--- src/rtl/mmio_pkg.sv ---
// mmio_pkg: shared types and constants for the memory-mapped UART transmitter.
//   tx_state_t          - transmitter FSM states
//   TX_ADDR_DEF         - default store address that enqueues a word
//   STATUS_ADDR_DEF     - default status read / overflow-clear address
//   ST_*                - bit positions inside the status word
package mmio_pkg;

    typedef enum logic [1:0] {
        IDLE  = 2'd0,
        START = 2'd1,
        DATA  = 2'd2,
        STOP  = 2'd3
    } tx_state_t;

    localparam logic [15:0] TX_ADDR_DEF     = 16'hFF00;
    localparam logic [15:0] STATUS_ADDR_DEF = 16'hFF02;

    localparam int ST_BUSY    = 0;
    localparam int ST_FULL    = 1;
    localparam int ST_EMPTY   = 2;
    localparam int ST_OVF     = 3;
    localparam int ST_CNT_LSB = 4;

endpackage

--- src/rtl/sync_fifo.sv ---
// sync_fifo: single-clock FIFO with simultaneous push and pop.
//   clk, reset (async active-low)
//   push/din   - write request and data; ignored when full unless pop is also set
//   pop/dout   - read request (ignored when empty) and head-of-queue data
//   full/empty - occupancy flags
//   count      - number of stored entries, 0..DEPTH
module sync_fifo #(
    parameter int N     = 16,
    parameter int DEPTH = 4
) (
    input  logic                     clk,
    input  logic                     reset,
    input  logic                     push,
    input  logic                     pop,
    input  logic [N-1:0]             din,
    output logic [N-1:0]             dout,
    output logic                     full,
    output logic                     empty,
    output logic [$clog2(DEPTH):0]   count
);

    localparam int AW = $clog2(DEPTH);
    localparam int CW = AW + 1;

    logic [N-1:0]  mem_r [DEPTH];
    logic [AW-1:0] wr_ptr_r;
    logic [AW-1:0] rd_ptr_r;
    logic [CW-1:0] count_r;
    logic          push_ok_s;
    logic          pop_ok_s;
    logic          full_s;
    logic          empty_s;

    // Occupancy flags and accepted operations; a push into a full FIFO is
    // only accepted when the head leaves in the same cycle.
    always_comb begin
        full_s    = (count_r == CW'(DEPTH));
        empty_s   = (count_r == '0);
        pop_ok_s  = pop && !empty_s;
        push_ok_s = push && (!full_s || pop_ok_s);
    end

    // Storage, pointers (wrap modulo DEPTH) and entry count.
    always_ff @(posedge clk or negedge reset) begin
        if (!reset) begin
            for (int i = 0; i < DEPTH; i++) begin
                mem_r[i] <= '0;
            end
            wr_ptr_r <= '0;
            rd_ptr_r <= '0;
            count_r  <= '0;
        end else begin
            if (push_ok_s) begin
                mem_r[wr_ptr_r] <= din;
                wr_ptr_r        <= wr_ptr_r + 1'b1;
            end
            if (pop_ok_s) begin
                rd_ptr_r <= rd_ptr_r + 1'b1;
            end
            case ({push_ok_s, pop_ok_s})
                2'b10:   count_r <= count_r + 1'b1;
                2'b01:   count_r <= count_r - 1'b1;
                default: count_r <= count_r;
            endcase
        end
    end

    assign dout  = mem_r[rd_ptr_r];
    assign full  = full_s;
    assign empty = empty_s;
    assign count = count_r;

endmodule

--- src/rtl/mmio_uart_tx.sv ---
// mmio_uart_tx: memory-mapped serial transmitter on the CPU store bus.
//   clk, reset (async active-low)
//   memwrite/dataadr/writedata - CPU store bus; stores to TX_ADDR enqueue a
//                                word, stores to STATUS_ADDR clear overflow
//   readdata - status word when dataadr == STATUS_ADDR, else 0 (combinational)
//   tx       - serial line (start 0, N data bits LSB first, stop 1), idles at 1
//   busy     - frame in progress or words still queued
//   overflow - sticky: a store was dropped because the FIFO was full
module mmio_uart_tx
    import mmio_pkg::*;
#(
    parameter int           N            = 16,
    parameter logic [N-1:0] TX_ADDR      = TX_ADDR_DEF,
    parameter logic [N-1:0] STATUS_ADDR  = STATUS_ADDR_DEF,
    parameter int           CLKS_PER_BIT = 4,
    parameter int           DEPTH        = 4
) (
    input  logic         clk,
    input  logic         reset,
    input  logic         memwrite,
    input  logic [N-1:0] dataadr,
    input  logic [N-1:0] writedata,
    output logic [N-1:0] readdata,
    output logic         tx,
    output logic         busy,
    output logic         overflow
);

    localparam int BW = $clog2(CLKS_PER_BIT);
    localparam int IW = $clog2(N);
    localparam int CW = $clog2(DEPTH) + 1;

    localparam logic [BW-1:0] BAUD_MAX = BW'(CLKS_PER_BIT - 1);
    localparam logic [IW-1:0] IDX_LAST = IW'(N - 1);

    tx_state_t     state_r;
    tx_state_t     state_next_s;
    logic [BW-1:0] baud_r;
    logic [BW-1:0] baud_next_s;
    logic [IW-1:0] idx_r;
    logic [IW-1:0] idx_next_s;
    logic [N-1:0]  shift_r;
    logic [N-1:0]  shift_next_s;
    logic          tx_r;
    logic          tx_next_s;
    logic          ovf_r;
    logic          ovf_next_s;

    logic          push_req_s;
    logic          clr_req_s;
    logic          drop_s;
    logic          pop_s;
    logic [N-1:0]  head_s;
    logic          full_s;
    logic          empty_s;
    logic [CW-1:0] count_s;
    logic [N-1:0]  status_s;

    sync_fifo #(
        .N     (N),
        .DEPTH (DEPTH)
    ) u_fifo (
        .clk   (clk),
        .reset (reset),
        .push  (push_req_s),
        .pop   (pop_s),
        .din   (writedata),
        .dout  (head_s),
        .full  (full_s),
        .empty (empty_s),
        .count (count_s)
    );

    // Store decode; a push is only lost when the FIFO is full and the FSM is
    // not draining the head in the same cycle.
    always_comb begin
        push_req_s = memwrite && (dataadr == TX_ADDR);
        clr_req_s  = memwrite && (dataadr == STATUS_ADDR);
        drop_s     = push_req_s && full_s && !pop_s;
        if (drop_s) begin
            ovf_next_s = 1'b1;
        end else if (clr_req_s) begin
            ovf_next_s = 1'b0;
        end else begin
            ovf_next_s = ovf_r;
        end
    end

    // FSM state register.
    always_ff @(posedge clk or negedge reset) begin
        if (!reset) begin
            state_r <= IDLE;
        end else begin
            state_r <= state_next_s;
        end
    end

    // Next-state, baud counter, bit index and shift register updates.
    // Each state holds for CLKS_PER_BIT cycles: the counter is loaded with
    // CLKS_PER_BIT-1 and the state advances on the cycle it reads zero.
    always_comb begin
        state_next_s = state_r;
        baud_next_s  = baud_r;
        idx_next_s   = idx_r;
        shift_next_s = shift_r;
        pop_s        = 1'b0;
        case (state_r)
            IDLE: begin
                if (!empty_s) begin
                    pop_s        = 1'b1;
                    shift_next_s = head_s;
                    baud_next_s  = BAUD_MAX;
                    state_next_s = START;
                end else begin
                    state_next_s = IDLE;
                end
            end
            START: begin
                if (baud_r == '0) begin
                    baud_next_s  = BAUD_MAX;
                    idx_next_s   = '0;
                    state_next_s = DATA;
                end else begin
                    baud_next_s = baud_r - 1'b1;
                end
            end
            DATA: begin
                if (baud_r == '0) begin
                    baud_next_s  = BAUD_MAX;
                    shift_next_s = shift_r >> 1;
                    if (idx_r == IDX_LAST) begin
                        state_next_s = STOP;
                    end else begin
                        idx_next_s = idx_r + 1'b1;
                    end
                end else begin
                    baud_next_s = baud_r - 1'b1;
                end
            end
            STOP: begin
                if (baud_r == '0) begin
                    // Back-to-back frames: go straight to the next start bit.
                    if (!empty_s) begin
                        pop_s        = 1'b1;
                        shift_next_s = head_s;
                        baud_next_s  = BAUD_MAX;
                        state_next_s = START;
                    end else begin
                        state_next_s = IDLE;
                    end
                end else begin
                    baud_next_s = baud_r - 1'b1;
                end
            end
            default: begin
                state_next_s = IDLE;
                baud_next_s  = '0;
                idx_next_s   = '0;
            end
        endcase
    end

    // Line level computed from the next state so tx is a clean flop output.
    always_comb begin
        case (state_next_s)
            START:   tx_next_s = 1'b0;
            DATA:    tx_next_s = shift_next_s[0];
            default: tx_next_s = 1'b1;
        endcase
    end

    // Datapath registers; reset returns the line to idle immediately.
    always_ff @(posedge clk or negedge reset) begin
        if (!reset) begin
            baud_r  <= '0;
            idx_r   <= '0;
            shift_r <= '0;
            tx_r    <= 1'b1;
            ovf_r   <= 1'b0;
        end else begin
            baud_r  <= baud_next_s;
            idx_r   <= idx_next_s;
            shift_r <= shift_next_s;
            tx_r    <= tx_next_s;
            ovf_r   <= ovf_next_s;
        end
    end

    // Status word assembly and read mux.
    always_comb begin
        status_s                       = '0;
        status_s[ST_BUSY]              = (state_r != IDLE) || !empty_s;
        status_s[ST_FULL]              = full_s;
        status_s[ST_EMPTY]             = empty_s;
        status_s[ST_OVF]               = ovf_r;
        status_s[ST_CNT_LSB +: CW]     = count_s;
        if (dataadr == STATUS_ADDR) begin
            readdata = status_s;
        end else begin
            readdata = '0;
        end
    end

    assign tx       = tx_r;
    assign busy     = (state_r != IDLE) || !empty_s;
    assign overflow = ovf_r;

endmodule

--- config.mk ---
export PLATFORM = sky130hd
export DESIGN_NAME = mmio_uart_tx
export DESIGN_NICKNAME = d
export VERILOG_FILES = /design/src/rtl/mmio_pkg.sv /design/src/rtl/sync_fifo.sv /design/src/rtl/mmio_uart_tx.sv
export SDC_FILE = /design/constraint.sdc
export NUM_CORES = 1
export LEC_CHECK = 0
export CELL_PAD_IN_SITES_DETAIL_PLACEMENT = 1
export CELL_PAD_IN_SITES_GLOBAL_PLACEMENT = 1
export CORE_ASPECT_RATIO = 1.1
export CORE_MARGIN = 2
export CORE_UTILIZATION = 50
export DETAILED_ROUTE_END_ITERATION = 8
export PLACE_DENSITY_LB_ADDON = 0.1
export REMOVE_ABC_BUFFERS = 1
export SLEW_MARGIN = 20
export SYNTH_ARGS = -nofsm -noshare
export SYNTH_HDL_FRONTEND = slang
export SYNTH_SLANG_ARGS = --single-unit
--- constraint.sdc ---
create_clock -name clk -period 4.1 [get_ports clk]
set_clock_uncertainty 0.05 [all_clocks]
set_input_delay 0.82 -clock clk [delete_from_list [all_inputs] [get_ports clk]]
set_output_delay 0.82 -clock clk [all_outputs]
set_load 0.02 [all_outputs]
==> flow_results.org, run 1 <==
** Layout
- The repair_antennas step left the layout with diodes totalling 0.
- Area used by multi-input combinational logic :: 0.002351 mm²
- The post-route netlist has 27.51% of its cells at a drive strength greater than 1.
- Filler Cells Inserted :: 977
- Flip-flop and latch area :: 0.002429 mm²
- At the end of the flow, the number of nets in the layout was 462.
- From synthesis to final layout, the design area changed by 13.65%.
- At the end of the flow the core is filled with cells to 58.01%.

** Floorplan
- After floorplanning, the core was divided into 38 placement rows.
- The die covers 0.01087 mm².
- Number of top-level pins :: 54
- Initial core utilization :: 51.04%
- Horiz. Die Dim :: 99.57 µm
- Core outline area :: 0.009842 mm²
- From bottom edge to top edge, the die measures 109.1 µm.

** Clocking
- CTS built an H-tree with a depth of 3.
- Cts hold-fix bufs :: 0
- Max clock buf depth :: 2
- Clock tree from TritonCTS :: built
- After clock tree synthesis, the clock-pin slew on the worst setup and hold paths is 90 ps.
- TritonCTS created 9 clock buffers.
- The tree is rooted in a sky130_fd_sc_hd__clkbuf_8.
- After clock tree synthesis, the setup repair step added 0 buffers.
- The clock net in this run drives a total of 97 sinks.
- The later pin in the worst-skew pair is clocked with a latency of 380 ps.
- Post-cts sizing count :: 0

** Outcome
- Status :: finished, final reports clean

** Detailed routing
- For this block, the initial DRC count from the detailed router was 189.
- For this block, the routed nets add up to 10740 µm of wire.
- Summed over all nets, wire length on met2 after detailed routing comes to 5519 µm.
- After detailed routing, the number of vias per cell comes to 5.807.
- Antenna-violating nets left :: 0
- Detailed routing placed a total of 291 µm of wire on met3.
- The routed layout has 3124 vias.
- The first TritonRoute pass finished after 5 iterations.
- In the final routed layout, each cell accounts on average for 19.96 µm.
- After detailed routing, no signal wire sits above met4.
- In the final routing, the length of wire on met1 measures 4740 µm.
- Number of remaining DRC errors :: 0

** Yosys
- Fraction of synthesis flops using an asynchronous set or reset pin :: 100.0%
- For this run, the register share of the synthesized area comes to 48.34%.
- Yosys mapped a number of flops with a built-in enable equal to 0.
- Largest area contributor in the netlist :: sky130_fd_sc_hd__dfrtp_1
- Cell Area, Synth :: 0.005024 mm²
- Post-synth cell types :: 46
- Area contributors post-synth :: sky130_fd_sc_hd__dfrtp_1, sky130_fd_sc_hd__mux2_4, sky130_fd_sc_hd__mux4_2, sky130_fd_sc_hd__mux2_2, sky130_fd_sc_hd__ha_1
- Yosys synthesis warning count :: 0
- After synthesis the netlist holds a flip-flop and latch count of 97.
- Synthesis handed over a netlist of 372 instances.
- Top-area cell type share of the netlist area :: 47.82%
- Dividing the synthesized area by the synthesized cell count gives 13.50 µm².
- Commonest register cell after synthesis :: sky130_fd_sc_hd__dfrtp_1

** Critical path
- The worst register-to-register path has a depth of 12.
- R2r setup slk :: 1030 ps
- The cell family contributing the most delay on the critical path is simple AND/OR/NAND/NOR gates.
- The worst setup path is launched from a primary input.
- Required @ worst endpoint :: 3230 ps
- Critical Path End Type :: primary output
- In this run the worst setup path begins at dataadr[0].
- Worst endpoint data arrival time :: 3040 ps
- The critical path is of the in -> out type.
- Cells along the critical path :: clkdlybuf4s50_1 > or4_4 > nor4_4 > and3_2 > and2_1 > clkdlybuf4s50_1
- Buffers plus inverters on the worst setup path :: 2
- The slowest stage of the critical path is the sky130_fd_sc_hd__clkdlybuf4s50_1 cell.
- The worst register-to-register path begins at baud_r[0]$_DFF_PN0_.
- Most used cell along the critical path :: sky130_fd_sc_hd__clkdlybuf4s50_1
- Reg2reg end :: u_fifo.count[2]$_DFFE_PN0P_
- Worst-path maximum fanout :: 3
- Delay of the slowest critical-path stage :: 600 ps

** Worst hold path
- The min-delay analysis places its worst path in the category in -> async.

** Power and ir drop
- The analysis attributes to cell leakage a power of 2.700 nW.
- For this design the ratio of total power to cell area is 312.9 mW/mm².
- Peak supply drop :: 188.9 µV

** STA
- Dividing the final minimum period by the clock period gives 95.33%.
- Fmax :: 255.8 MHz
- Adding up every negative setup slack in the final design gives 0 ps.
- Setup violation total in the final timing report :: 0
- Max_slew headroom :: 28.59%
- The number of slew-limit violations in the final report is 0.
- Setup repair after global routing left no endpoint under its margin.
- At the pin with the least slew margin, the transition time is 1067 ps.
- The number of hold violations in the final report came to 0.
- Minimum clock period :: 3909 ps

** Placement
- Final Wtd Congestion :: 0.7707
- Number of buffers added on ports :: 44
- HPWL after detailed placement :: 7069 µm

** Global route
- Via count of the first global-routing pass :: 3311
- The total overflow left after global routing is 0.
- Pin count of the biggest net entering global routing :: 60
- The number of antenna violations at the first check in global routing is 0.
- The first global-routing pass estimated 17730 µm of wire.
- Global routing used 21.48% of the available tracks across all layers.

** Run
- Max Cap Viol :: 0
## sequential cells by signal, indices dropped and copies added, names as in the netlist
signal           count
u_fifo.mem_r        64
idx_r                4
shift_r             16
u_fifo.rd_ptr_r      2
baud_r               2
state_r              2
u_fifo.wr_ptr_r      2
overflow             1
tx                   1
u_fifo.count         3
## worst max-delay path by stage
stage	endpoint	cells after the start	slack (ps)
2_1_floorplan	readdata[1]	4	970
3_3_place_gp	readdata[3]	6	200
3_5_place_dp	readdata[1]	6	170
4_1_cts	readdata[1]	6	170
5_1_grt	readdata[1]	6	130
6_report	readdata[1]	6	190
## worst reg2reg max path, cell delays in order (launching register included)
cell and delay, ps:
sky130_fd_sc_hd__dfrtp_1 430, sky130_fd_sc_hd__inv_1 70, sky130_fd_sc_hd__ha_1 490, sky130_fd_sc_hd__a21oi_1 270, sky130_fd_sc_hd__o211ai_1 310, sky130_fd_sc_hd__and3_4 410
sky130_fd_sc_hd__inv_1 100, sky130_fd_sc_hd__ha_1 220, sky130_fd_sc_hd__inv_1 70, sky130_fd_sc_hd__fa_1 180, sky130_fd_sc_hd__xor2_1 150, sky130_fd_sc_hd__nor2_1 70
sky130_fd_sc_hd__xor2_1 140
## cells in the final DEF (no fill, tap or decap), drive strengths merged, types with 2 or more instances in the layout
master and instances:
a21oi 7, a222oi 14, a22o 2, and2 2
and3 3, buf 7, bufinv 3, clkbuf 11
clkdlybuf4s50 43, conb 9, dfrtp 96, ha 13
inv 14, mux2 64, mux2i 2, mux4 16
nand2 31, nand3 5, nand4 2, nor2 15
nor2b 4, nor3 4, o211ai 2, o21ai 23
o22ai 2, xnor2 3, xor2 3
## logic make-up (layout without fill, tap and decap cells)
group                      after synthesis  in the layout  synth area share (%)
AOI/OAI and AO/OA                       57             57                 7.945
xor gates and xnor gates                 6              6                 1.046
adders and majority gates               14             14                 3.636
buffers and inverters                   42             80                 5.454
DFF                                     97             97                 48.34
muxes                                   82             82                 24.91
other                                    1              9               0.07465
and+or+nand+nor                         73             73                 8.593
## area by class of cell
| cell class | count | share of cell area [%] |
|---|---|---|
| clock buffers | 11 | 2.476 |
| well taps | 120 | 2.630 |
| multi-input cells | 241 | 41.18 |
| flip-flops and latches | 97 | 42.54 |
| clock inverters | 5 | 1.797 |
| repair buffers | 50 | 8.459 |
| inverters | 14 | 0.9204 |
## power breakdown
group	switching [mW]	internal (mW)
registers	0.0000577	0.956
logic	0.0396	0.0320
clock network	0.338	0.421
total	0.378	1.41
## per-stage QoR
stage	cell area, µm²	power [mW]	hold slack [ps]	worst slack [ps]	cells
after CTS	5709	1.804	462.5	170.0	538
after detailed placement	5465	1.049	438.9	172.8	522
after global routing	5709	1.848	477.1	133.9	538
after global placement	5465	1.046	432.7	196.2	522
after floorplan	4832	0.9862	420.9	974.8	352
final	5709	1.787	450.0	191.3	538
## metal layers
metal  up-vias  global-route usage [%]
li1       1420                       -
met1      1633                   27.17
met2        55                   36.78
met3        16                   4.295
met4         0                   7.828
met5         -                       0
## synth_stat cells (5+ instances only)
cell type                   n
sky130_fd_sc_hd__mux4_2    16
sky130_fd_sc_hd__dfrtp_1   96
sky130_fd_sc_hd__buf_4      9
sky130_fd_sc_hd__mux2_4    40
sky130_fd_sc_hd__clkbuf_1  13
sky130_fd_sc_hd__inv_1     14
sky130_fd_sc_hd__mux2_2    24
sky130_fd_sc_hd__nor2_1    15
sky130_fd_sc_hd__nand3_1    5
sky130_fd_sc_hd__o21ai_0   23
sky130_fd_sc_hd__a222oi_1  14
sky130_fd_sc_hd__ha_1      13
sky130_fd_sc_hd__buf_12     5
sky130_fd_sc_hd__a21oi_1    7
sky130_fd_sc_hd__nand2_1   27
No activity file was read; power rests on OpenSTA's default activity.
==> run 2, diff against run 1 <==
--- a/config.mk
+++ b/config.mk
@@ -10,6 +10,7 @@
 export CORE_ASPECT_RATIO = 1.1
 export CORE_MARGIN = 2
 export CORE_UTILIZATION = 50
+export CTS_CLUSTER_DIAMETER = 60
 export DETAILED_ROUTE_END_ITERATION = 8
 export PLACE_DENSITY_LB_ADDON = 0.1
 export REMOVE_ABC_BUFFERS = 1
==> results of run 2 <==
No change in the layout: final DEF, timing and power equal those of run 1.
==> run 3, diff against run 2 <==
--- a/config.mk
+++ b/config.mk
@@ -14,7 +14,7 @@
 export DETAILED_ROUTE_END_ITERATION = 8
 export PLACE_DENSITY_LB_ADDON = 0.1
 export REMOVE_ABC_BUFFERS = 1
-export SLEW_MARGIN = 20
+export SKIP_LAST_GASP = 1
 export SYNTH_ARGS = -nofsm -noshare
 export SYNTH_HDL_FRONTEND = slang
 export SYNTH_SLANG_ARGS = --single-unit
==> results of run 3 <==
No change in the layout: final DEF, timing and power equal those of run 1.
